===== config.mk =====
export PLATFORM = sky130hd
export DESIGN_NAME = nibble_scoreboard
export DESIGN_NICKNAME = d
export VERILOG_FILES = /design/src/rtl/checker_pkg.sv /design/src/rtl/chk_fifo.sv /design/src/rtl/nibble_scoreboard.sv
export SDC_FILE = /design/constraint.sdc
export NUM_CORES = 1
export LEC_CHECK = 0
export ABC_AREA = 1
export BUFFER_PORTS_ARGS = -buffer_cell sky130_fd_sc_hd__buf_2
export CORE_ASPECT_RATIO = 1.75
export CORE_MARGIN = 1
export CORE_UTILIZATION = 40
export DETAILED_ROUTE_END_ITERATION = 10
export GPL_ROUTABILITY_DRIVEN = 0
export PLACE_DENSITY = 0.56
export SLEW_MARGIN = 20
export SYNTH_ARGS = -nofsm -noshare
export SYNTH_HDL_FRONTEND = slang
export SYNTH_SLANG_ARGS = --single-unit

===== constraint.sdc =====
create_clock -name CLK -period 3.9 [get_ports CLK]
set_input_delay 0.975 -clock CLK [delete_from_list [all_inputs] [get_ports CLK]]
set_output_delay 0.975 -clock CLK [all_outputs]
set_load 0.05 [all_outputs]

===== src/rtl/checker_pkg.sv =====
// Shared definitions for the nibble scoreboard: watchdog state encodings and
// default geometry constants.
package checker_pkg;

  localparam int DEF_WIDTH          = 5;
  localparam int DEF_DEPTH          = 8;
  localparam int DEF_CNT_W          = 16;
  localparam int DEF_TIMEOUT_CYCLES = 64;

  typedef enum logic [1:0] {
    WD_IDLE      = 2'd0,
    WD_WAIT      = 2'd1,
    WD_TIMED_OUT = 2'd2
  } wd_state_t;

endpackage


===== src/rtl/chk_fifo.sv =====
// Synchronous FIFO with full/empty flags and same-cycle push/pop; a push into a
// full FIFO is accepted only when a pop frees the head slot in that cycle.
module chk_fifo #(
  parameter int WIDTH = 5,
  parameter int DEPTH = 8
) (
  input  logic             clk,
  input  logic             rst_n,
  input  logic             push,
  input  logic [WIDTH-1:0] push_data,
  input  logic             pop,
  output logic [WIDTH-1:0] head,
  output logic             full,
  output logic             empty
);

  localparam int AW = $clog2(DEPTH);

  logic [WIDTH-1:0] mem [DEPTH];
  logic [AW:0]      wr_ptr;
  logic [AW:0]      rd_ptr;
  logic             wr_en;
  logic             rd_en;

  // Extra pointer bit distinguishes full from empty when the indices coincide.
  assign empty = (wr_ptr == rd_ptr);
  assign full  = (wr_ptr[AW] != rd_ptr[AW]) && (wr_ptr[AW-1:0] == rd_ptr[AW-1:0]);
  assign rd_en = pop && !empty;
  assign wr_en = push && (!full || rd_en);
  assign head  = mem[rd_ptr[AW-1:0]];

  always_ff @(posedge clk or negedge rst_n) begin
    if (!rst_n) begin
      wr_ptr <= '0;
      rd_ptr <= '0;
    end else begin
      if (wr_en) wr_ptr <= wr_ptr + 1'b1;
      if (rd_en) rd_ptr <= rd_ptr + 1'b1;
    end
  end

  // Storage is data only; pointers alone define validity.
  always_ff @(posedge clk) begin
    if (wr_en) mem[wr_ptr[AW-1:0]] <= push_data;
  end

endmodule


===== src/rtl/nibble_scoreboard.sv =====
// In-order masked scoreboard between a conductual and an estructural stream.
// Optional stall watchdog is built only when CHECKER_TIMEOUT_EN is defined.
module nibble_scoreboard
  import checker_pkg::*;
#(
  parameter int WIDTH          = DEF_WIDTH,
  parameter int DEPTH          = DEF_DEPTH,
  parameter int CNT_W          = DEF_CNT_W,
  parameter int TIMEOUT_CYCLES = DEF_TIMEOUT_CYCLES
) (
  input  logic             CLK,
  input  logic             RESET_L,
  input  logic             VALID_c,
  input  logic [WIDTH-1:0] DATA_OUT_c,
  input  logic             VALID_e,
  input  logic [WIDTH-1:0] DATA_OUT_e,
  input  logic [WIDTH-1:0] COMPARE_MASK,
  input  logic             CLEAR,
  output logic             check_data_out,
  output logic             compare_valid,
  output logic             error_sticky,
  output logic [CNT_W-1:0] match_count,
  output logic [CNT_W-1:0] mismatch_count,
  output logic [WIDTH-1:0] first_err_c,
  output logic [WIDTH-1:0] first_err_e,
  output logic [CNT_W-1:0] first_err_idx,
  output logic             overflow,
  output logic             timeout
);

  function automatic logic [CNT_W-1:0] sat_inc(input logic [CNT_W-1:0] v);
    return (&v) ? v : v + CNT_W'(1);
  endfunction

  logic [WIDTH-1:0] head_c;
  logic [WIDTH-1:0] head_e;
  logic             full_c;
  logic             full_e;
  logic             empty_c;
  logic             empty_e;
  logic             do_cmp;
  logic             cmp_match;
  logic             drop;
  logic             wd_fire;
  logic [CNT_W-1:0] sample_idx;

  chk_fifo #(.WIDTH(WIDTH), .DEPTH(DEPTH)) u_fifo_c (
    .clk       (CLK),
    .rst_n     (RESET_L),
    .push      (VALID_c),
    .push_data (DATA_OUT_c),
    .pop       (do_cmp),
    .head      (head_c),
    .full      (full_c),
    .empty     (empty_c)
  );

  chk_fifo #(.WIDTH(WIDTH), .DEPTH(DEPTH)) u_fifo_e (
    .clk       (CLK),
    .rst_n     (RESET_L),
    .push      (VALID_e),
    .push_data (DATA_OUT_e),
    .pop       (do_cmp),
    .head      (head_e),
    .full      (full_e),
    .empty     (empty_e)
  );

  // Both heads pop together; a pop also makes room for a same-cycle push.
  assign do_cmp    = !empty_c && !empty_e;
  assign cmp_match = (((head_c ^ head_e) & COMPARE_MASK) == '0);
  assign drop      = (VALID_c && full_c && !do_cmp) || (VALID_e && full_e && !do_cmp);

`ifdef CHECKER_TIMEOUT_EN
  localparam int TW = $clog2(TIMEOUT_CYCLES + 1);

  wd_state_t     wd_state;
  wd_state_t     wd_state_next;
  logic [TW-1:0] stall_cnt;
  logic [TW-1:0] stall_cnt_next;
  logic          one_sided;

  assign one_sided = empty_c ^ empty_e;

  always_ff @(posedge CLK or negedge RESET_L) begin
    if (!RESET_L) begin
      wd_state  <= WD_IDLE;
      stall_cnt <= '0;
    end else begin
      wd_state  <= wd_state_next;
      stall_cnt <= stall_cnt_next;
    end
  end

  always_comb begin
    wd_state_next  = wd_state;
    stall_cnt_next = stall_cnt;
    wd_fire        = 1'b0;
    if (CLEAR) begin
      wd_state_next  = WD_IDLE;
      stall_cnt_next = '0;
    end else begin
      case (wd_state)
        WD_IDLE, WD_WAIT: begin
          if (one_sided) begin
            stall_cnt_next = stall_cnt + 1'b1;
            if (stall_cnt_next == TW'(TIMEOUT_CYCLES)) begin
              wd_state_next = WD_TIMED_OUT;
              wd_fire       = 1'b1;
            end else begin
              wd_state_next = WD_WAIT;
            end
          end else begin
            wd_state_next  = WD_IDLE;
            stall_cnt_next = '0;
          end
        end
        WD_TIMED_OUT: wd_state_next = WD_TIMED_OUT;
        default: begin
          wd_state_next  = WD_IDLE;
          stall_cnt_next = '0;
        end
      endcase
    end
  end

  assign timeout = (wd_state == WD_TIMED_OUT);
`else
  assign wd_fire = 1'b0;
  assign timeout = 1'b0;
`endif

  // Stage boundary: comparison result and statistics registered at the pop edge.
  always_ff @(posedge CLK or negedge RESET_L) begin
    if (!RESET_L) begin
      check_data_out <= 1'b1;
      compare_valid  <= 1'b0;
      error_sticky   <= 1'b0;
      match_count    <= '0;
      mismatch_count <= '0;
      first_err_c    <= '0;
      first_err_e    <= '0;
      first_err_idx  <= '0;
      overflow       <= 1'b0;
      sample_idx     <= '0;
    end else begin
      compare_valid <= do_cmp;
      if (do_cmp) check_data_out <= cmp_match;
      if (CLEAR) begin
        error_sticky   <= 1'b0;
        match_count    <= '0;
        mismatch_count <= '0;
        first_err_c    <= '0;
        first_err_e    <= '0;
        first_err_idx  <= '0;
        overflow       <= 1'b0;
        sample_idx     <= '0;
      end else begin
        if (do_cmp) begin
          sample_idx <= sample_idx + 1'b1;
          if (cmp_match) begin
            match_count <= sat_inc(match_count);
          end else begin
            mismatch_count <= sat_inc(mismatch_count);
            error_sticky   <= 1'b1;
            if (mismatch_count == '0) begin
              first_err_c   <= head_c;
              first_err_e   <= head_e;
              first_err_idx <= sample_idx;
            end
          end
        end
        if (drop) begin
          overflow     <= 1'b1;
          error_sticky <= 1'b1;
        end
        if (wd_fire) error_sticky <= 1'b1;
      end
    end
  end

endmodule


==> out/qor.txt, run 1 <==
Max cap viols: 0
Clock root cell: clkbuf_16
WP data arrival: 3.28 ns
Post-synth cell types: 38
1st-iter DRT viols: 369
Internal power: 3810 uW
Placed cell areas: 9520 um2
Min Hold Slack: 0.482 ns
Nets: 1,151
Number of synthesized flops with an enable pin: 80
Avg Cell Area, Syn: 8.43 um2
Seq pwr share: 35.5%
Pin count of the biggest net entering global routing: 59
Core area: 22,000 um2
Number of diodes: 0
Syn Inst Count: 1,058
Crit path kind: reg -> reg
Final hold vios: 0
Leakage: 0.00478 uW
Final instance area: 10,100 um2
GRT Total Usage: 21.0%
Tcrit/Tclk final: 75.0%
Flops & latches, synth: 174
Largest fanout on the critical path: 52
Initial Util: 40.6%
Syn nets: 1,086
Maximum clock insertion buffer count: 2
Total CTS buffers: 17
Number of I/O port buffers: 81
FF-to-FF setup slack: 0.97 ns
RSZ-0062 raised after global routing: false
Crit path required time: 4.26 ns
Clk slew on worst S/H paths: 0.07 ns
Post-CTS Setup Bufs: 0
PnR worst setup slack: 0.974 ns
Max_slew headroom: 50.1%
VDD IR max: 0.375 mV
Combinational fraction of design power: 39.9%
Synth warnings: 0
CTS tree: done
Setup WS pre-CTS: 0.924 ns
First-pass GRT wire length: 36,700 um
Hold Path Class: reg -> reg
WL/cell: 15.7 um
Status: complete, no violations
Startpoint Class: register
Rows: 72
Die H: 200 um
Clock power share: 24.6%
P&R area growth vs syn: 13.4%
Post-Syn Area: 8920 um2
Worst setup EP type: register
Antenna violations before repair: 0
Post-route setup TNS: 0 ns
Most used DFF post-synth: dfrtp_1
Detailed placer's ending HPWL: 16,300 um
Hold buffer count at cts: 0
Fmax: 342 MHz
Vias: 7,157
Switching Power: 3140 uW
DRT Pass-1 Iters: 5
Footprint of the multi-input gates: 3440 um2
Slew Limit Fails: 0
Clk sink count: 174
Remaining global-route overflow: 0
Pwr dens: 687 nW/um2
Switching part of the total: 45.1%
Fill cell count: 2,215
Antenna Nets Post-Route: 0
# IOs: 83
Register area share after synthesis: 53.3%
Storage element area: 4760 um2
DRC: 0
Vias per inst: 5.00
PostCTS Resize Cnt: 0
Die area: 22,900 um2
Die width: 115 um
Post-Route Utilization: 46.0%
Slew @ Worst Pin: 0.749 ns
Worst-Skew Late Latency: 0.45 ns
Vias in the first global route: 7,130
Clock skew: 0.0144 ns
Tmin final: 2.93 ns
Share of cells above drive strength 1: 14.4%
Endpoints failing setup: 0
WL final: 22,400 um
Htree depth: 4
Async SR Flop Fraction: 54.0%
## worst max-delay path, cell delays in order (launching register included)
cell     delay, ns
dfrtp_1       0.44
buf_4         0.20
inv_1         0.29
nand3_1       0.16
nand2_1       0.10
nand2_1       0.08
nand2_1       0.13
nand2_1       0.06
nand3_1       0.08
nand2_1       0.09
nor2_4        0.14
nand3_4       0.24
nand2_4       0.56
nand2_1       0.10
o21ai_1       0.10
## metrics by stage
stage | instances | power, uW
after global routing | 1432 | 7420
after detailed placement | 1400 | 5300
after floorplan | 1058 | 4660
after CTS | 1432 | 7020
after global placement | 1400 | 5270
final | 1432 | 6950
## layout by cell type (no fill, tap or decap), drive strengths merged
cell and count:
nand2 358, inv 133, dfrtp 93, nand3 93, buf 91, edfxtp 80, nor2 69, nand4 48
o21ai 42, xor2 27, nor3 27, clkbuf 17, a21oi 13, ha 8, clkinv 8, nor4 7
o31ai 7, xnor2 5, nor3b 3, a31oi 2, a211oi 1, o21bai 1, o22ai 1, conb 1
dfstp 1
## state kept, by name, indices dropped and copies added (netlist names), 5 cells and up
name	cells
first_err_c	5
first_err_e	5
first_err_idx	16
match_count	16
mismatch_count	16
sample_idx	16
u_fifo_c.mem	40
u_fifo_e.mem	40
## logic make-up after synthesis
family,synth area share [%]
adder cells (fa/ha/maj),1.12
other,0.0420
XOR/XNOR,3.14
buffers and inverters,8.13
flip-flops,53.3
AO/OA/AOI/OAI,4.51
AND/OR/NAND/NOR,29.8
## final cells by class
cell class	count	share of cell area [%]
well taps	296	3.66
flip-flops and latches	174	47.0
inverters	126	4.67
repair buffers	91	4.77
multi-input cells	713	34.0
clock inverters	15	1.69
clock buffers	17	4.20
## Yosys cell counts, types with 2 or more instances
cell | instances | share of area, %
buf_1 | 2 | 0.084
buf_6 | 7 | 0.88
o21ai_1 | 16 | 0.90
nand2_2 | 11 | 0.77
nor3_1 | 27 | 1.5
ha_1 | 8 | 1.1
nand3_2 | 3 | 0.34
nor3b_1 | 3 | 0.25
nand4_1 | 46 | 3.2
xor2_1 | 27 | 2.7
dfrtp_1 | 93 | 26
nand3_1 | 89 | 5.0
buf_2 | 10 | 0.56
clkbuf_1 | 21 | 0.88
edfxtp_1 | 80 | 27
o31ai_1 | 7 | 0.59
nand4_2 | 2 | 0.28
a21oi_1 | 13 | 0.73
a31oi_1 | 2 | 0.14
nor4_1 | 7 | 0.49
buf_4 | 5 | 0.42
o21ai_0 | 16 | 0.90
inv_1 | 117 | 4.9
inv_2 | 8 | 0.34
xnor2_1 | 5 | 0.49
nand2_1 | 346 | 15
nor2_1 | 67 | 2.8
o21ai_2 | 10 | 0.98
## power groups by stage
stage,Sequential (uW),Combinational (uW),Clock [uW]
after floorplan,2700,1960,0
after global placement,2510,2770,0
after detailed placement,2510,2790,0
after CTS,2470,2800,1750
after global routing,2510,3100,1810
final,2470,2770,1710
## path summary, 6_finish.rpt
check	start	to	cells past startpoint
worst max-delay path	u_fifo_c.rd_ptr[1]$_DFFE_PN0P_	first_err_c[3]$_DFFE_PN0P_	14
worst min-delay path	first_err_idx[2]$_DFFE_PN0P_	first_err_idx[2]$_DFFE_PN0P_	2
worst max register to register	u_fifo_c.rd_ptr[1]$_DFFE_PN0P_	first_err_c[3]$_DFFE_PN0P_	14
worst min register to register	first_err_idx[2]$_DFFE_PN0P_	first_err_idx[2]$_DFFE_PN0P_	2
max in group asynchronous	RESET_L	mismatch_count[3]$_DFFE_PN0P_	2
min in group asynchronous	RESET_L	first_err_idx[14]$_DFFE_PN0P_	1
## routing by layer
layer | wire length [um] | up-vias | GRT usage [%]
met5 | 0 | - | 0
met4 | 724 | 0 | 10.1
met3 | 827 | 38 | 3.94
met2 | 12000 | 165 | 38.3
met1 | 8870 | 3380 | 23.2
li1 | - | 3574 | -
Note: power is estimated with default switching activity, not from simulation.
==> run 2: changes to the inputs <==
clock period = 3 ns   (was 3.9 ns; I/O delays follow)
==> run 2 against run 1 <==
Against the previous run:
- sequential power up 28%
- register-to-register slack worse by 0.70 ns
- sequential cell count stayed put
- clock power grew 30%
- worst setup slack got worse by 0.70 ns
- first-iteration DRC count decreased by 7.3%
- via count rose by 1.2%
- sequential share of layout area is 0.43 points lower
- combinational power is 36% higher
- clock skew decreased by 0.0064 ns
- global-route usage rose by 0.74 points
- utilization rose by 0.43 points
- highest routed layer unchanged
==> out/qor.txt, run 2 (synthesized netlist as in run 1, its figures left out) <==
Vias: 7,245
Max cap viols: 0
DRT Pass-1 Iters: 5
Share of cells above drive strength 1: 15.1%
Internal power: 5230 uW
CTS tree: done
Max_slew headroom: 51.9%
Largest fanout on the critical path: 22
DRC: 0
Crit path kind: reg -> reg
PnR worst setup slack: 0.278 ns
Die area: 22,900 um2
Slew @ Worst Pin: 0.719 ns
Post-route setup TNS: 0 ns
Worst r2r dst: u_fifo_e.mem[7][2]$_DFFE_PP_
Pin count of the biggest net entering global routing: 56
Crit path to: u_fifo_e.mem[7][2]$_DFFE_PP_
Tmin final: 2.72 ns
Reg2Reg Launch Point: u_fifo_e.rd_ptr[0]$_DFFE_PN0P_
Core area: 22,000 um2
Maximum clock insertion buffer count: 2
Clock root cell: clkbuf_16
Number of I/O port buffers: 81
Crit path required time: 3.08 ns
Hold Path Class: in -> async
First-pass GRT wire length: 37,400 um
Worst-Skew Late Latency: 0.45 ns
Most common cell after layout, fill and taps aside: nand2_1
Switching part of the total: 42.9%
Slew Limit Fails: 0
1st-iter DRT viols: 342
PostCTS Resize Cnt: 0
Combinational fraction of design power: 41.2%
R2R cell count: 11
Fmax: 367 MHz
Worst setup EP type: register
Min Hold Slack: 0.281 ns
Vias per inst: 5.02
FF-to-FF setup slack: 0.28 ns
Pwr dens: 896 nW/um2
Clk sink count: 174
WL final: 23,300 um
Rows: 72
Commonest non-fill, non-tap cells in the layout: nand2_1 (346), inv_1 (116), dfrtp_1 (93), nand3_1 (89)
Tcrit/Tclk final: 90.7%
Htree depth: 4
# IOs: 83
GRT Total Usage: 21.8%
Nets: 1,161
Clk slew on worst S/H paths: 0.06 ns
VDD IR max: 0.536 mV
Setup WS pre-CTS: 0.283 ns
Vias in the first global route: 7,186
GR Util met1: 23.6%
Seq pwr share: 34.5%
Startpoint Class: register
Status: complete, no violations
Met2 usage: 40.0%
Endpoints failing setup: 0
Switching Power: 3920 uW
Post-CTS Setup Bufs: 0
Remaining global-route overflow: 0
Clock skew: 0.00799 ns
Die width: 115 um
Leakage: 0.00483 uW
P&R area growth vs syn: 14.5%
Final hold vios: 0
Antenna violations before repair: 1
Grt met3 use: 4.70%
Initial Util: 40.6%
WP data arrival: 2.80 ns
Antenna Nets Post-Route: 0
WL/cell: 16.1 um
RSZ-0062 raised after global routing: false
Total CTS buffers: 17
Critical Path Start: u_fifo_e.rd_ptr[0]$_DFFE_PN0P_
Detailed placer's ending HPWL: 16,900 um
Hold buffer count at cts: 0
Clock power share: 24.2%
Most Crowded Layer GR: met2
Die H: 200 um
run 2: cell count changes in the layout (fill, tap and decap cells not counted), moves of 3 or more:
cell	previous run	this run
clkbuf_4	0	3
inv_8	4	0
inv_6	4	1
clkinv_8	4	0
buf_4	11	19
run 2: critical path, cell delays in order (launching register included):
cell,delay [ns]
dfrtp_1,0.39
inv_2,0.31
nand2_1,0.12
nand4_1,0.15
nor2_1,0.05
nand2_1,0.06
nand2_1,0.25
nand2_1,0.14
nand2_1,0.07
inv_1,0.12
nand2_1,0.13
nor2_1,0.58
run 2: metrics by stage:
stage / cell area (um2) / std cells / util, % / total power (uW)
finish: 10200 / 1443 / 46.5 / 9150
global route: 10200 / 1442 / 46.5 / 9770
CTS: 10200 / 1442 / 46.5 / 9240
detailed placement: 9620 / 1410 / 43.8 / 6990
global placement: 9620 / 1410 / 43.8 / 6950
floorplan: 8920 / 1058 / - / 6060
run 2: power groups by stage:
stage	logic [uW]	clock network (uW)	registers [uW]
after floorplan	2540	0	3510
after global placement	3750	0	3200
after detailed placement	3780	0	3210
after CTS	3800	2280	3160
after global routing	4200	2360	3210
final	3770	2220	3160
run 2: cell type report:
type / count / area [um2]
fill: 2238 / 11800
sequential: 174 / 4760
multi-input combinational: 713 / 3440
timing repair buffer: 101 / 583
clock buffer: 23 / 479
inverter: 126 / 473
tap: 296 / 370
clock inverter: 9 / 109
antenna: 1 / 2.50
run 2: worst min-delay path by stage:
stage | startpoint | endpoint | slack, ns | depth (start not counted)
after floorplan | RESET_L | compare_valid$_DFF_PN0_ | 0.45 | 0
after global placement | first_err_e[0]$_DFFE_PN0P_ | first_err_e[0]$_DFFE_PN0P_ | 0.47 | 2
after detailed placement | first_err_idx[0]$_DFFE_PN0P_ | first_err_idx[0]$_DFFE_PN0P_ | 0.47 | 2
after CTS | RESET_L | sample_idx[4]$_DFFE_PN0P_ | 0.30 | 1
after global routing | RESET_L | first_err_idx[7]$_DFFE_PN0P_ | 0.33 | 1
final | RESET_L | first_err_idx[7]$_DFFE_PN0P_ | 0.28 | 1
run 2: per-layer routing:
layer	vias to the layer above	routed length [um]
met5	-	0
met4	0	705
met3	42	1030
met2	182	12600
met1	3429	8950
li1	3592	-
